### src/rtl/lsu_req_ctrl.sv
// lsu_req_ctrl: load/store request controller; aligns and lane-shifts an access,
// runs the memory req/rsp handshake with timeout, and returns extended load data.
module lsu_req_ctrl #(
  parameter int ADDR_W  = 64,
  parameter int DATA_W  = 64,
  parameter int TIMEOUT = 255
) (
  input  logic              clk,
  input  logic              rst_n,
  input  logic              ex_valid,
  input  logic              ex_is_store,
  input  logic [1:0]        ex_size,
  input  logic              ex_unsigned,
  input  logic [ADDR_W-1:0] ex_addr,
  input  logic [DATA_W-1:0] ex_wdata,
  output logic              ex_ready,
  output logic              mem_req_valid,
  input  logic              mem_req_ready,
  output logic              mem_we,
  output logic [ADDR_W-1:0] mem_addr,
  output logic [7:0]        mem_wmask,
  output logic [DATA_W-1:0] mem_wdata,
  input  logic              mem_rsp_valid,
  input  logic [DATA_W-1:0] mem_rdata,
  output logic              wb_valid,
  output logic [DATA_W-1:0] wb_rdata,
  output logic              wb_misalign,
  output logic              wb_buserr
);
  typedef enum logic [1:0] {IDLE, REQ, WAIT_RSP, DONE} state_e;
  state_e      state_q;
  logic [7:0]  cnt_q;
  logic [1:0]  size_q;
  logic        uns_q;
  logic [2:0]  off_q;
  logic        mis;
  logic [7:0]  base_mask;
  logic [DATA_W-1:0] sh, ld;
  always_comb begin
    mis = (ex_size == 2'd1 && ex_addr[0]) || (ex_size == 2'd2 && |ex_addr[1:0]) ||
          (ex_size == 2'd3 && |ex_addr[2:0]);
    base_mask = ex_size == 2'd0 ? 8'h01 : ex_size == 2'd1 ? 8'h03 : ex_size == 2'd2 ? 8'h0f : 8'hff;
    sh = mem_rdata >> {off_q, 3'b000};
    ld = size_q == 2'd0 ? {{(DATA_W-8){~uns_q & sh[7]}}, sh[7:0]} :
         size_q == 2'd1 ? {{(DATA_W-16){~uns_q & sh[15]}}, sh[15:0]} :
         size_q == 2'd2 ? {{(DATA_W-32){~uns_q & sh[31]}}, sh[31:0]} : sh;
  end
  assign ex_ready = state_q == IDLE;
  always_ff @(posedge clk or negedge rst_n) begin
    if (!rst_n) begin
      state_q       <= IDLE;
      cnt_q         <= '0;
      size_q        <= '0;
      uns_q         <= 1'b0;
      off_q         <= '0;
      mem_req_valid <= 1'b0;
      mem_we        <= 1'b0;
      mem_addr      <= '0;
      mem_wmask     <= '0;
      mem_wdata     <= '0;
      wb_valid      <= 1'b0;
      wb_rdata      <= '0;
      wb_misalign   <= 1'b0;
      wb_buserr     <= 1'b0;
    end else begin
      wb_valid    <= 1'b0;
      wb_misalign <= 1'b0;
      wb_buserr   <= 1'b0;
      case (state_q)
        IDLE: if (ex_valid) begin
          mem_addr  <= {ex_addr[ADDR_W-1:3], 3'b000};
          mem_we    <= ex_is_store;
          mem_wmask <= ex_is_store ? base_mask << ex_addr[2:0] : 8'h00;
          mem_wdata <= ex_is_store ? ex_wdata << {ex_addr[2:0], 3'b000} : '0;
          size_q    <= ex_size;
          uns_q     <= ex_unsigned;
          off_q     <= ex_addr[2:0];
          if (mis) begin
            state_q     <= DONE;
            wb_valid    <= 1'b1;
            wb_misalign <= 1'b1;
            wb_rdata    <= '0;
          end else begin
            state_q       <= REQ;
            mem_req_valid <= 1'b1;
          end
        end
        REQ: if (mem_req_ready) begin
          state_q       <= WAIT_RSP;
          mem_req_valid <= 1'b0;
          cnt_q         <= '0;
        end
        // a response in the final counted cycle still completes normally
        WAIT_RSP: if (mem_rsp_valid) begin
          state_q  <= DONE;
          wb_valid <= 1'b1;
          wb_rdata <= mem_we ? '0 : ld;
        end else begin
          cnt_q <= cnt_q + 8'd1;
          if (cnt_q == 8'(TIMEOUT - 1)) begin
            state_q   <= DONE;
            wb_valid  <= 1'b1;
            wb_buserr <= 1'b1;
            wb_rdata  <= '0;
          end
        end
        DONE: state_q <= IDLE;
      endcase
    end
  end
endmodule

### config.mk
export PLATFORM = sky130hd
export DESIGN_NAME = lsu_req_ctrl
export DESIGN_NICKNAME = d
export VERILOG_FILES = /design/src/rtl/lsu_req_ctrl.sv
export SDC_FILE = /design/constraint.sdc
export NUM_CORES = 1
export LEC_CHECK = 0
export CAP_MARGIN = 10
export CORE_ASPECT_RATIO = 1.2
export CORE_UTILIZATION = 42
export DETAILED_ROUTE_END_ITERATION = 8
export PLACE_DENSITY_LB_ADDON = 0.3
export SYNTH_ARGS = -nofsm -noshare
export SYNTH_HDL_FRONTEND = slang
export SYNTH_SLANG_ARGS = --single-unit
### constraint.sdc
create_clock -name clk -period 2.5 [get_ports clk]
set_clock_uncertainty 0.2 [all_clocks]
set_input_delay 0.75 -clock clk [delete_from_list [all_inputs] [get_ports clk]]
set_output_delay 0.75 -clock clk [all_outputs]
set_load 0.02 [all_outputs]
Yosys cells after proc, flatten, opt, wreduce, memory -nomap -nowiden
Index checks and enable logic that the tools add are counted.
{ "totals": {"register_bits": 218, "wordCells": 90} }
{ "op_classes": {"n_eq_ne": 15, "bitwise_logic": 4, "n_addsub": 1, "reduce_logical": 18, "shift": 3, "mux": 35} }
{ "ops": {"columns": ["cell", "n"], "rows": [
  ["$mux W64", 9],
  ["$pmux W64 S2", 1],
  ["$shl A64 B6 Y64", 1],
  ["$shr A64 B6 Y64", 1],
  ["$mux W8", 6],
  ["$pmux W8 S2", 1],
  ["$eq A2 B2 Y1 const B", 5],
  ["$mux W1", 10],
  ["$mux W2", 5],
  ["$add A8 B1 Y8 const B", 1],
  ["$eq A8 B8 Y1 const B", 1],
  ["$ne A2 B2 Y1 const B", 4],
  ["$pmux W2 S4", 1],
  ["$reduce_and A4 Y1", 2],
  ["$shl A8 B3 Y8", 1],
  ["$eq A2 B1 Y1 const B", 3],
  ["$logic_not A2 Y1", 3],
  ["$reduce_and A3 Y1", 2],
  ["$reduce_bool A2 Y1", 3],
  ["$pmux W1 S2", 2],
  ["$and A1 B1 Y1", 3],
  ["$logic_and A1 B1 Y1", 3],
  ["$ne A3 B3 Y1 const B", 1],
  ["$reduce_or A3 Y1", 1],
  ["5 further kinds", 6]
]} }

Logic depth before layout (Yosys ltp)
Gate-level depths: netlist of the first run.
{ "logic_depth": {"ltp_word": 8, "ltp_mapped": 10} }

Worst setup path after synthesis of the first run
OpenSTA, ideal clock, no wires.
{ "synth_path": {"kind": "input -> register", "startpoint": "input mem_rsp_valid", "endpoint": "register wb_rdata[35]", "path_stages": 7, "n_path_buf": 2, "required_time_ns": 2.236, "path_slack_ns": -0.280, "arrival_ns": 2.516, "cell_sequence": "clkbuf_1 > nand3b_1 > a221o_1 > a211oi_4 > nor3b_4 > buf_6 > a22o_2"} }
{ "synth_via": {"elab_chain_len": 2, "word_cells_on_any_way": 4} }
{ "synth_rtl": {"columns": ["element", "line", "rtl"], "rows": [
  ["from (decl)", "23", "input logic mem_rsp_valid,"],
  ["$ne A3 B3 Y1 (no source line) / $mux W64 (equally long branches)", null, null],
  ["$reduce_and A4 Y1 (no source line) / $pmux W64 S2 (equally long branches)", null, null],
  ["to (signal assigned)", "97", "wb_rdata <= mem_we ? '0 : ld;"],
  ["to (decl)", "26", "output logic [DATA_W-1:0] wb_rdata,"]
]} }
Parallel ways exist; a longest one is shown, timed or not.
A chain may end at the register's enable or synchronous reset.

Worst setup path in the final report of the first run
{ "layout_path": {"startpoint": "register off_q[2]", "endpoint": "register wb_rdata[62]"} }
{ "layout_via": {"elab_chain_len": 8, "word_cells_on_any_way": 10} }
{ "layout_rtl": {"columns": ["element", "line", "rtl"], "rows": [
  ["from (decl)", "35", "logic [2:0] off_q;"],
  ["from (signal assigned)", "77", "off_q <= ex_addr[2:0];"],
  ["$shr A64 B6 Y64 *", "43", "sh = mem_rdata >> {off_q, 3'b000};"],
  ["$and A1 B1 Y1", "46", "size_q == 2'd2 ? {{(DATA_W-32){~uns_q & sh[31]}}, sh[31:0]} : sh;"],
  ["$mux W64", "46", null],
  ["$mux W64", "45", "size_q == 2'd1 ? {{(DATA_W-16){~uns_q & sh[15]}}, sh[15:0]} :"],
  ["$mux W64 *", "44", "ld = size_q == 2'd0 ? {{(DATA_W-8){~uns_q & sh[7]}}, sh[7:0]} :"],
  ["$mux W64 *", "97", null],
  ["$mux W64 *", "94", "WAIT_RSP: if (mem_rsp_valid) begin"],
  ["$pmux W64 S2 *", "69", "case (state_q)"]
]} }
Mark *: on every way between the ends. The rest lies on a longest branch, timed or not.

==> impl_metrics.toml, run 1 <==
[grt]
grt_usage_pct = 29.3
grt_first_pass_wirelength_um = 64500
antenna_found_initial = 1
grt_pass1_vias = 11200
grt_max_degree = 116
grt-ovfl-total = 0

[synthesis]
synth_cells = 1036
yosys_warnings = 0
mappedNetlistArea_um2 = 11800
ys_top_cells_by_area = "dfrtp_1 46%, mux4_2 9.5%, mux2_2 9.0%"
ys_top_cells_by_count = "218 x dfrtp_1, 124 x nand2_1, 94 x mux2_2"
postSynthAreaPerCell_um2 = 11.4
synth.largest_area_cell = "dfrtp_1"
async_flop_share_pct = 100
synth_flop_cell = "dfrtp_1"
ys_types = 54
synth_seq_area_share_pct = 46.2
yosysMostFrequentCell = "dfrtp_1"
yosys.area.top_type_share_pct = 46.2
synth_edf_count = 0
yosys_register_bits = 218

[sta]
setup_viol = 16
fin_crit_ps = 2540
fin_setup_tns_ps = -185
timing.hold.ws_ps = 260
layout_setup_ws_ps = -37.9
finalMaxSlewViolations = 0
fin_crit_sh_pct = 102
fmax_mhz = 394
relSlewSlack_pct = 60.2
worst_slew_pin_slew_ps = 597
hold_viol_final = 0
rsz0062_at_grt = "true"

[floorplanning]
dieArea_um2 = 28800
die_h_um = 186
core.rowCount = 66
num_io_pins = 407
coreArea_um2 = 27300
die_width_um = 155
initial_core_util_pct = 43.2

[worst_setup_path]
rrSetupSlack_ps = -40
path_class = "register to register"
ff2ff_path_depth = 7
crit-reg2reg-launch = "off_q[2]"
crit_start = "off_q[2]"
endpoint = "wb_rdata[62]"
start_kind = "register"
cp.arrival_ps = 2780
crit_required_ps = 2740
cp-end-kind = "register"
cp_max_fo = 6
r2r_end = "wb_rdata[62]"

[final_layout]
nFillCells = 2111
nets = 1709
final_cell_count_no_fill = 1895
area_growth_pct = 53.3
drive_gt1_share_pct = 23.2
multiInputGateArea_um2 = 6020
regArea_um2 = 5460

[clocking]
cts_tree = "built"
cts.path.max_buffers = 3
root_buffer = "clkbuf_16"
clk_pin_slew_ps = 60
h-tree-depth = 1
numCtsBuffers = 25
clock_sinks = 218
clock_latency_ps = 520

[pwr]
sw_frac_of_total_pct = 39.9
intPower_mw = 12.6
p_leak_nw = 8.68
peakVddDrop_mv = 0.788
powerDensity_nw_per_um2 = 1150
p_clk_share_pct = 17.1
combinationalPowerShare_pct = 54.1
pwr-share-seq_pct = 28.9
switchingPower_mw = 8.34

[detailed_routing]
met3_length_um = 3970
wl_met2_um = 21400
drt_first_iter_violations = 569
num_vias = 10700
wl_um = 42700
routed_via_density = 5.67
post_drt_wl_per_cell_um = 22.5
wl_met1_um = 15300
routed.top_layer = "met4"
firstDrtPassIters = 8
route.detailed.drc = 0
postRouteAntennaNets = 0

[worst_hold_path]
hp-class = "register to register"
hold_depth = 2

[placed_design]
hpwl_um = 31400
gp_congestion = 1.00
place_ws_ps = -714
port_buffers = 403
placed_cells = 1841

[status]
violations = "negative setup slack"
outcome = "complete, but fails checks"

[run]
cap_violations = 0
==> placed cells by master, fill, tap and decap left out, types with 10 or more instances in the layout <==
cell type,n
a22o_2,10
mux4_2,50
buf_12,18
o211ai_1,16
dfrtp_1,215
nand3_1,10
dlygate4sd2_1,39
a22oi_1,17
o21ai_0,85
clkbuf_1,10
a21oi_1,28
mux2_2,94
dlymetal6s2s_1,46
nor2_1,36
clkdlybuf4s50_1,314
inv_1,13
mux2i_1,68
a22o_1,65
nand2_1,122
clkbuf_16,25
buf_4,104
==> stage by stage <==
step	power, mW	util, %	cell area, um^2
6_report	20.9	66.2	18100
3_5_place_dp	17.3	62.3	17000
5_1_grt	21.9	66.2	18100
4_1_cts	20.9	65.5	17900
3_3_place_gp	17.0	62.3	17000
2_1_floorplan	11.9	-	11800
==> timing repair <==
action | 4_1_cts | 5_1_grt
gates cloned | 2 | 0
hold buffers | 1 | 0
endpoints found under the hold margin | 28 | 0
endpoints found under the setup margin | 80 | 94
pin swaps | 3 | 3
gates resized for setup | 57 | 57
setup buffers | 2 | 4
==> flip-flops by register name, summed over array words and instances (netlist names) <==
| signal | flops |
|---|---|
| size_q | 2 |
| mem_addr | 61 |
| cnt_q | 8 |
| mem_wdata | 64 |
| mem_we | 1 |
| mem_req_valid | 1 |
| wb_buserr | 1 |
| state_q | 2 |
| wb_valid | 1 |
| wb_misalign | 1 |
| off_q | 3 |
| wb_rdata | 64 |
| mem_wmask | 8 |
| uns_q | 1 |
==> final cells by class <==
class	count	share of cell area, %
Antenna cell	1	0.0138
Clock buffer	40	4.05
Clock inverter	4	0.263
Inverter	16	0.332
Multi-Input combinational cell	714	33.3
Sequential cell	218	30.2
Tap cell	374	2.59
Timing Repair Buffer	528	29.3
==> worst min-delay path by stage <==
stage / slack (ps) / end / from
2_1_floorplan: 250 / cnt_q[0] / rst_n
4_1_cts: 270 / mem_wdata[46] / mem_wdata[46]
3_3_place_gp: 250 / mem_wdata[41] / mem_wdata[41]
6_report: 260 / mem_wdata[32] / mem_wdata[32]
5_1_grt: 290 / mem_wdata[46] / mem_wdata[46]
3_5_place_dp: 250 / mem_wdata[46] / mem_wdata[46]
==> cell families after synthesis <==
family / share of synthesized area [%]
fa+ha+maj: 0.530
flops: 46.2
xor+xnor: 0.371
compound gates: 16.8
other cells: 0.0318
simple gates: 7.67
buf+inv: 3.82
mux: 24.5
==> critical path, stage by stage, from the launching register on <==
cell and delay, ps:
dfrtp_2 480, mux2i_2 180, mux4_2 560, a211oi_4 340
nor3b_4 270, buf_6 150, buf_12 120, a221o_1 160
==> per-layer routing <==
layer | vias up | GRT usage (%)
li1 | 4789 | -
met1 | 5292 | 33.3
met2 | 551 | 51.4
met3 | 107 | 8.34
met4 | 0 | 12.8
met5 | - | 0
==> power by group through the flow <==
stage	clock network, mW	registers (mW)	logic, mW
after floorplan	0	7.42	4.46
after global placement	0	5.99	11.1
after detailed placement	0	6.04	11.2
after CTS	3.63	6.02	11.3
after global routing	3.78	6.18	12.0
final	3.56	6.03	11.3
Power figures use the tool's default switching activity.
==> run 2, diff against run 1 <==
--- a/config.mk
+++ b/config.mk
@@ -5,8 +5,10 @@
 export SDC_FILE = /design/constraint.sdc
 export NUM_CORES = 1
 export LEC_CHECK = 0
+export ABC_CLOCK_PERIOD_IN_PS = 2500
 export CAP_MARGIN = 10
 export CORE_ASPECT_RATIO = 1.2
+export CORE_MARGIN = 4
 export CORE_UTILIZATION = 42
 export DETAILED_ROUTE_END_ITERATION = 8
 export PLACE_DENSITY_LB_ADDON = 0.3
==> run 2 against run 1 <==
The run still ends with negative setup slack left. Power up 1.5%. Non-clock buffer count increased by 28. Maximum frequency decreased by 1.2%. First-iteration DRC count up 26%. Clock-buffer cell count is 7 lower. Worst setup slack worse by 31 ps. Register-to-register slack got worse by 30 ps. Largest cell class unchanged.
==> impl_metrics.toml, run 2 (same netlist as run 1, synthesis figures left out) <==
[status]
violations = "negative setup slack"
outcome = "complete, but fails checks"

[grt]
use_met3_pct = 7.86
antenna_found_initial = 2
grt_pass1_vias = 11700
grt_usage_pct = 27.7
grtUsageMet2_pct = 47.0
grt_max_degree = 84
top_usage_layer = "met2"
grt-ovfl-total = 0
grt_util_met1_pct = 32.3
grt_first_pass_wirelength_um = 66900

[floorplanning]
die_h_um = 192
dieArea_um2 = 30900
die_width_um = 161
initial_core_util_pct = 43.0
core.rowCount = 66
coreArea_um2 = 27400
num_io_pins = 407

[sta]
fin_crit_ps = 2570
rsz0062_at_grt = "true"
fin_setup_tns_ps = -1180
worst_slew_pin_slew_ps = 529
timing.hold.ws_ps = 261
hold_viol_final = 0
layout_setup_ws_ps = -69.1
finalMaxSlewViolations = 0
fmax_mhz = 389
setup_viol = 35
fin_crit_sh_pct = 103
relSlewSlack_pct = 64.6

[run]
cap_violations = 0

[pwr]
peakVddDrop_mv = 0.823
total_power_mw = 21.2
powerDensity_nw_per_um2 = 1150
p_leak_nw = 8.68

[clocking]
numCtsBuffers = 24
cts_tree = "built"
clock_latency_ps = 510
root_buffer = "clkbuf_16"
h-tree-depth = 1
clock_sinks = 218
clk_pin_slew_ps = 60
cts.path.max_buffers = 3

[placed_design]
gp_congestion = 0.988
place_ws_ps = -668
hpwl_um = 33000
port_buffers = 403
placed_cells = 1857
place_area_um2 = 17100

[worst_setup_path]
r2r_end = "wb_rdata[45]"
crit_chain = "mux2i_2 > mux4_2 > a211oi_4 > buf_4 > nor3b_4 > buf_6 > clkbuf_16 > a22o_1"
crit_cells = 8
ff2ff_path_depth = 8
path_class = "register to register"
cp-end-kind = "register"
cp.arrival_ps = 2830
cp.buffers_inverters = 3
crit_required_ps = 2760
crit-reg2reg-launch = "off_q[2]"
cp_max_fo = 6
rrSetupSlack_ps = -70
critPathMaxStageDelay_ps = 550
cp_top_family = "multiplexers"
critPathSlowestCell = "mux4_2"
start_kind = "register"

[detailed_routing]
num_vias = 11000
post_drt_wl_per_cell_um = 23.0
wl_um = 44100
drt_first_iter_violations = 717
route.detailed.drc = 0
postRouteAntennaNets = 0
routed_via_density = 5.72
firstDrtPassIters = 8

[final_layout]
top_regs = "mem_wdata x64, wb_rdata x64, mem_addr x61"
utilization_pct = 67.1
final_common_cell = "clkdlybuf4s50_1"
final_cell_count_no_fill = 1921
stdcell_area_um2 = 18400
nets = 1736
drive_gt1_share_pct = 24.7
area_growth_pct = 56.0
final_cell_mix = "323 x clkdlybuf4s50_1, 215 x dfrtp_1, 126 x buf_4"
nFillCells = 2112

[worst_hold_path]
worstHoldStart = "mem_wdata[32]"
hold_depth = 2
whs_endpoint = "mem_wdata[32]"
hp-class = "register to register"
[run 2: repair_timing]
action / CTS / global route
cloned: 5 / 2
hold buffers: 1 / 0
setup buffers: 14 / 4
gates resized for setup: 66 / 57
hold endpoints to repair: 3 / 0
setup endpoints to repair: 86 / 78
pin swaps: 5 / 6
[run 2: how the worst max path moves through the flow]
stage                   from            to  slack [ps]
2_1_floorplan  mem_rdata[31]  wb_rdata[35]         -90
3_3_place_gp   mem_rdata[31]  wb_rdata[29]        -620
3_5_place_dp   mem_rdata[31]  wb_rdata[20]        -670
4_1_cts             off_q[2]  wb_rdata[62]         -40
5_1_grt             off_q[2]  wb_rdata[45]        -140
6_report            off_q[2]  wb_rdata[45]         -70
[run 2: power breakdown]
part | internal, mW | switching [mW] | total, mW | leakage [nW]
clock | 2.17 | 1.48 | 3.65 | 0.399
combinational | 5.64 | 5.94 | 11.6 | 5.44
sequential | 4.98 | 0.998 | 5.98 | 2.84
[run 2: worst register-to-register path, delay by kind of cell, from the launching register on]
family                 cells  cell delay [ps]
AO/OA/AOI/OAI              2              420
buffers and inverters      3              480
flip-flops                 1              470
multiplexers               2              730
AND/OR/NAND/NOR            1              220
[run 2: area by class of cell]
type / instances / area (um^2) / share of cell area, %
clock inverters: 9 / 97.6 / 0.530
multi-input cells: 714 / 6090 / 33.1
clock buffers: 33 / 706 / 3.83
well taps: 374 / 468 / 2.54
repair buffers: 556 / 5530 / 30.0
inverters: 16 / 60.1 / 0.326
flip-flops and latches: 218 / 5460 / 29.7
diodes: 1 / 2.50 / 0.0136
[run 2: metal layers]
layer / share of wire (%) / vias to the layer above
met1: 36 / 5439
li1: - / 4851
met3: 9.2 / 125
met4: 5.6 / 2
met2: 49 / 574
met5: 0.029 / -
==> run 3, diff against run 2 <==
--- a/config.mk
+++ b/config.mk
@@ -9,9 +9,11 @@
 export CAP_MARGIN = 10
 export CORE_ASPECT_RATIO = 1.2
 export CORE_MARGIN = 4
-export CORE_UTILIZATION = 42
+export CORE_UTILIZATION = 43
+export CTS_BUF_LIST = sky130_fd_sc_hd__clkbuf_8
 export DETAILED_ROUTE_END_ITERATION = 8
 export PLACE_DENSITY_LB_ADDON = 0.3
+export SKIP_LAST_GASP = 1
 export SYNTH_ARGS = -nofsm -noshare
 export SYNTH_HDL_FRONTEND = slang
 export SYNTH_SLANG_ARGS = --single-unit
==> run 3 against run 2 <==
Final cell count down 1.7%. The run still ends with negative setup slack left. Power down 3.5%. Worst setup slack better by 38 ps. Critical path type unchanged.
==> impl_metrics.toml, run 3 (same netlist as run 1, synthesis figures left out) <==
[worst_setup_path]
cp-end-kind = "register"
cp.arrival_ps = 2800
ff2ff_path_depth = 7
critPathMaxStageDelay_ps = 570
critPathSlowestCell = "mux4_2"
crit_required_ps = 2770
crit_chain = "buf_4 > mux4_2 > a211oi_4 > nor3b_4 > buf_6 > clkbuf_16 > a22o_2"
start_kind = "register"
path_class = "register to register"
cp_max_fo = 6

[final_layout]
final_common_cell = "clkdlybuf4s50_1"
final_cell_mix = "282 x clkdlybuf4s50_1, 215 x dfrtp_1, 122 x nand2_1"
stdcell_area_um2 = 18100
n_antenna_cell = 0
drive_gt1_share_pct = 24.4
area_growth_pct = 53.0
top_regs = "mem_wdata x64, wb_rdata x64, mem_addr x61"
nets = 1730

[worst_hold_path]
hp-class = "register to register"
hold_depth = 2

[grt]
grt_max_degree = 98
antenna_found_initial = 1
grt_pass1_vias = 11100
grt_first_pass_wirelength_um = 65200
grt-ovfl-total = 0
grt_usage_pct = 27.5

[clocking]
numCtsBuffers = 38
cts.path.max_buffers = 3
root_buffer = "clkbuf_8"
clk_pin_slew_ps = 60
clock_latency_ps = 530
clock_sinks = 218
h-tree-depth = 2
cts_tree = "built"

[detailed_routing]
drt_first_iter_violations = 702
postRouteAntennaNets = 0
route.detailed.drc = 0
firstDrtPassIters = 5
post_drt_wl_per_cell_um = 23.0
num_vias = 10800
routed_via_density = 5.71
wl_um = 43500

[sta]
worst_slew_pin_slew_ps = 707
setup_viol = 8
layout_setup_ws_ps = -30.7
rsz0062_at_grt = "true"
fin_crit_ps = 2530
hold_viol_final = 0
fin_crit_sh_pct = 101
fmax_mhz = 395
relSlewSlack_pct = 52.7
finalMaxSlewViolations = 0

[run]
cap_violations = 0

[pwr]
p_clk_share_pct = 15.3
combinationalPowerShare_pct = 55.6
p_leak_nw = 8.85
intPower_mw = 12.0
total_power_mw = 20.5
peakVddDrop_mv = 0.819
pwr-share-seq_pct = 29.1
switchingPower_mw = 8.43
powerDensity_nw_per_um2 = 1130
sw_frac_of_total_pct = 41.2

[floorplanning]
num_io_pins = 407
die_width_um = 159
core.rowCount = 66
coreArea_um2 = 27100
initial_core_util_pct = 43.6
dieArea_um2 = 30200
die_h_um = 189

[placed_design]
place_area_um2 = 17100
port_buffers = 403
gp_congestion = 0.958
hpwl_um = 32400

[status]
outcome = "complete, but fails checks"
violations = "negative setup slack"
run 3: changes by cell type in the layout (fill, tap and decap cells not counted), moves of 16 or more:
cell	before	now
clkbuf_8	5	46
clkdlybuf4s50_1	323	282
clkbuf_16	27	1
dlygate4sd2_1	47	68
dlymetal6s2s_1	29	49
buf_4	126	110
run 3: critical path, delay by kind of cell (launching register included):
family | cells | cell delay [ps]
mux | 1 | 570
buf+inv | 3 | 480
compound gates | 2 | 440
flops | 1 | 490
simple gates | 1 | 290
run 3: stage by stage:
| stage | TNS, ps | util (%) | worst slack (ps) | instances | hold WS, ps |
|---|---|---|---|---|---|
| after global placement | -37430 | 63.0 | -598 | 1812 | 252 |
| final | -127 | 66.6 | -30.7 | 1888 | 261 |
| after detailed placement | -42420 | 63.0 | -656 | 1812 | 255 |
| after CTS | -60.5 | 65.8 | -60.5 | 1885 | 266 |
| after floorplan | -2310 | - | -93.9 | 1038 | 254 |
| after global routing | -728 | 66.6 | -74.6 | 1888 | 271 |
run 3: layout make-up:
class | count | area (um^2)
clock buffer | 46 | 633
clock inverter | 18 | 76.3
fill | 2085 | 9030
inverter | 16 | 60.1
multi-input combinational | 714 | 6050
sequential | 218 | 5460
tap | 340 | 425
timing repair buffer | 536 | 5350
run 3: final timing paths:
path / from / end / slack [ps]
setup / recovery: off_q[1] / wb_rdata[59] / -30
hold / removal: mem_wdata[36] / mem_wdata[36] / 260
setup reg to reg: off_q[1] / wb_rdata[59] / -30
hold reg to reg: mem_wdata[36] / mem_wdata[36] / 260
max in group asynchronous: rst_n / mem_addr[56] / 880
min in group asynchronous: rst_n / cnt_q[5] / 520
run 3: power groups by stage:
stage | Clock, mW | Sequential, mW | Combinational, mW
3_5_place_dp | 0 | 5.98 | 11.4
6_report | 3.13 | 5.95 | 11.4
4_1_cts | 3.20 | 5.93 | 11.3
2_1_floorplan | 0 | 7.42 | 4.46
3_3_place_gp | 0 | 5.94 | 11.2
5_1_grt | 3.37 | 6.11 | 12.0
run 3: timing repair:
item / 4_1_cts / 5_1_grt
hold buffers: 1 / 0
cloned: 1 / 1
gates resized for setup: 82 / 66
endpoints found under the hold margin: 48 / 0
pin swaps: 3 / 2
setup buffers: 7 / 3
endpoints found under the setup margin: 112 / 78
run 3: per-layer routing:
layer  track usage, %  part of all wire [%]  up-vias
met5                0                 0.028        -
met3             9.34                    10       94
met1             31.8                    36     5294
li1                 -                     -     4836
met2             47.1                    50      560
met4             10.9                   4.0        2
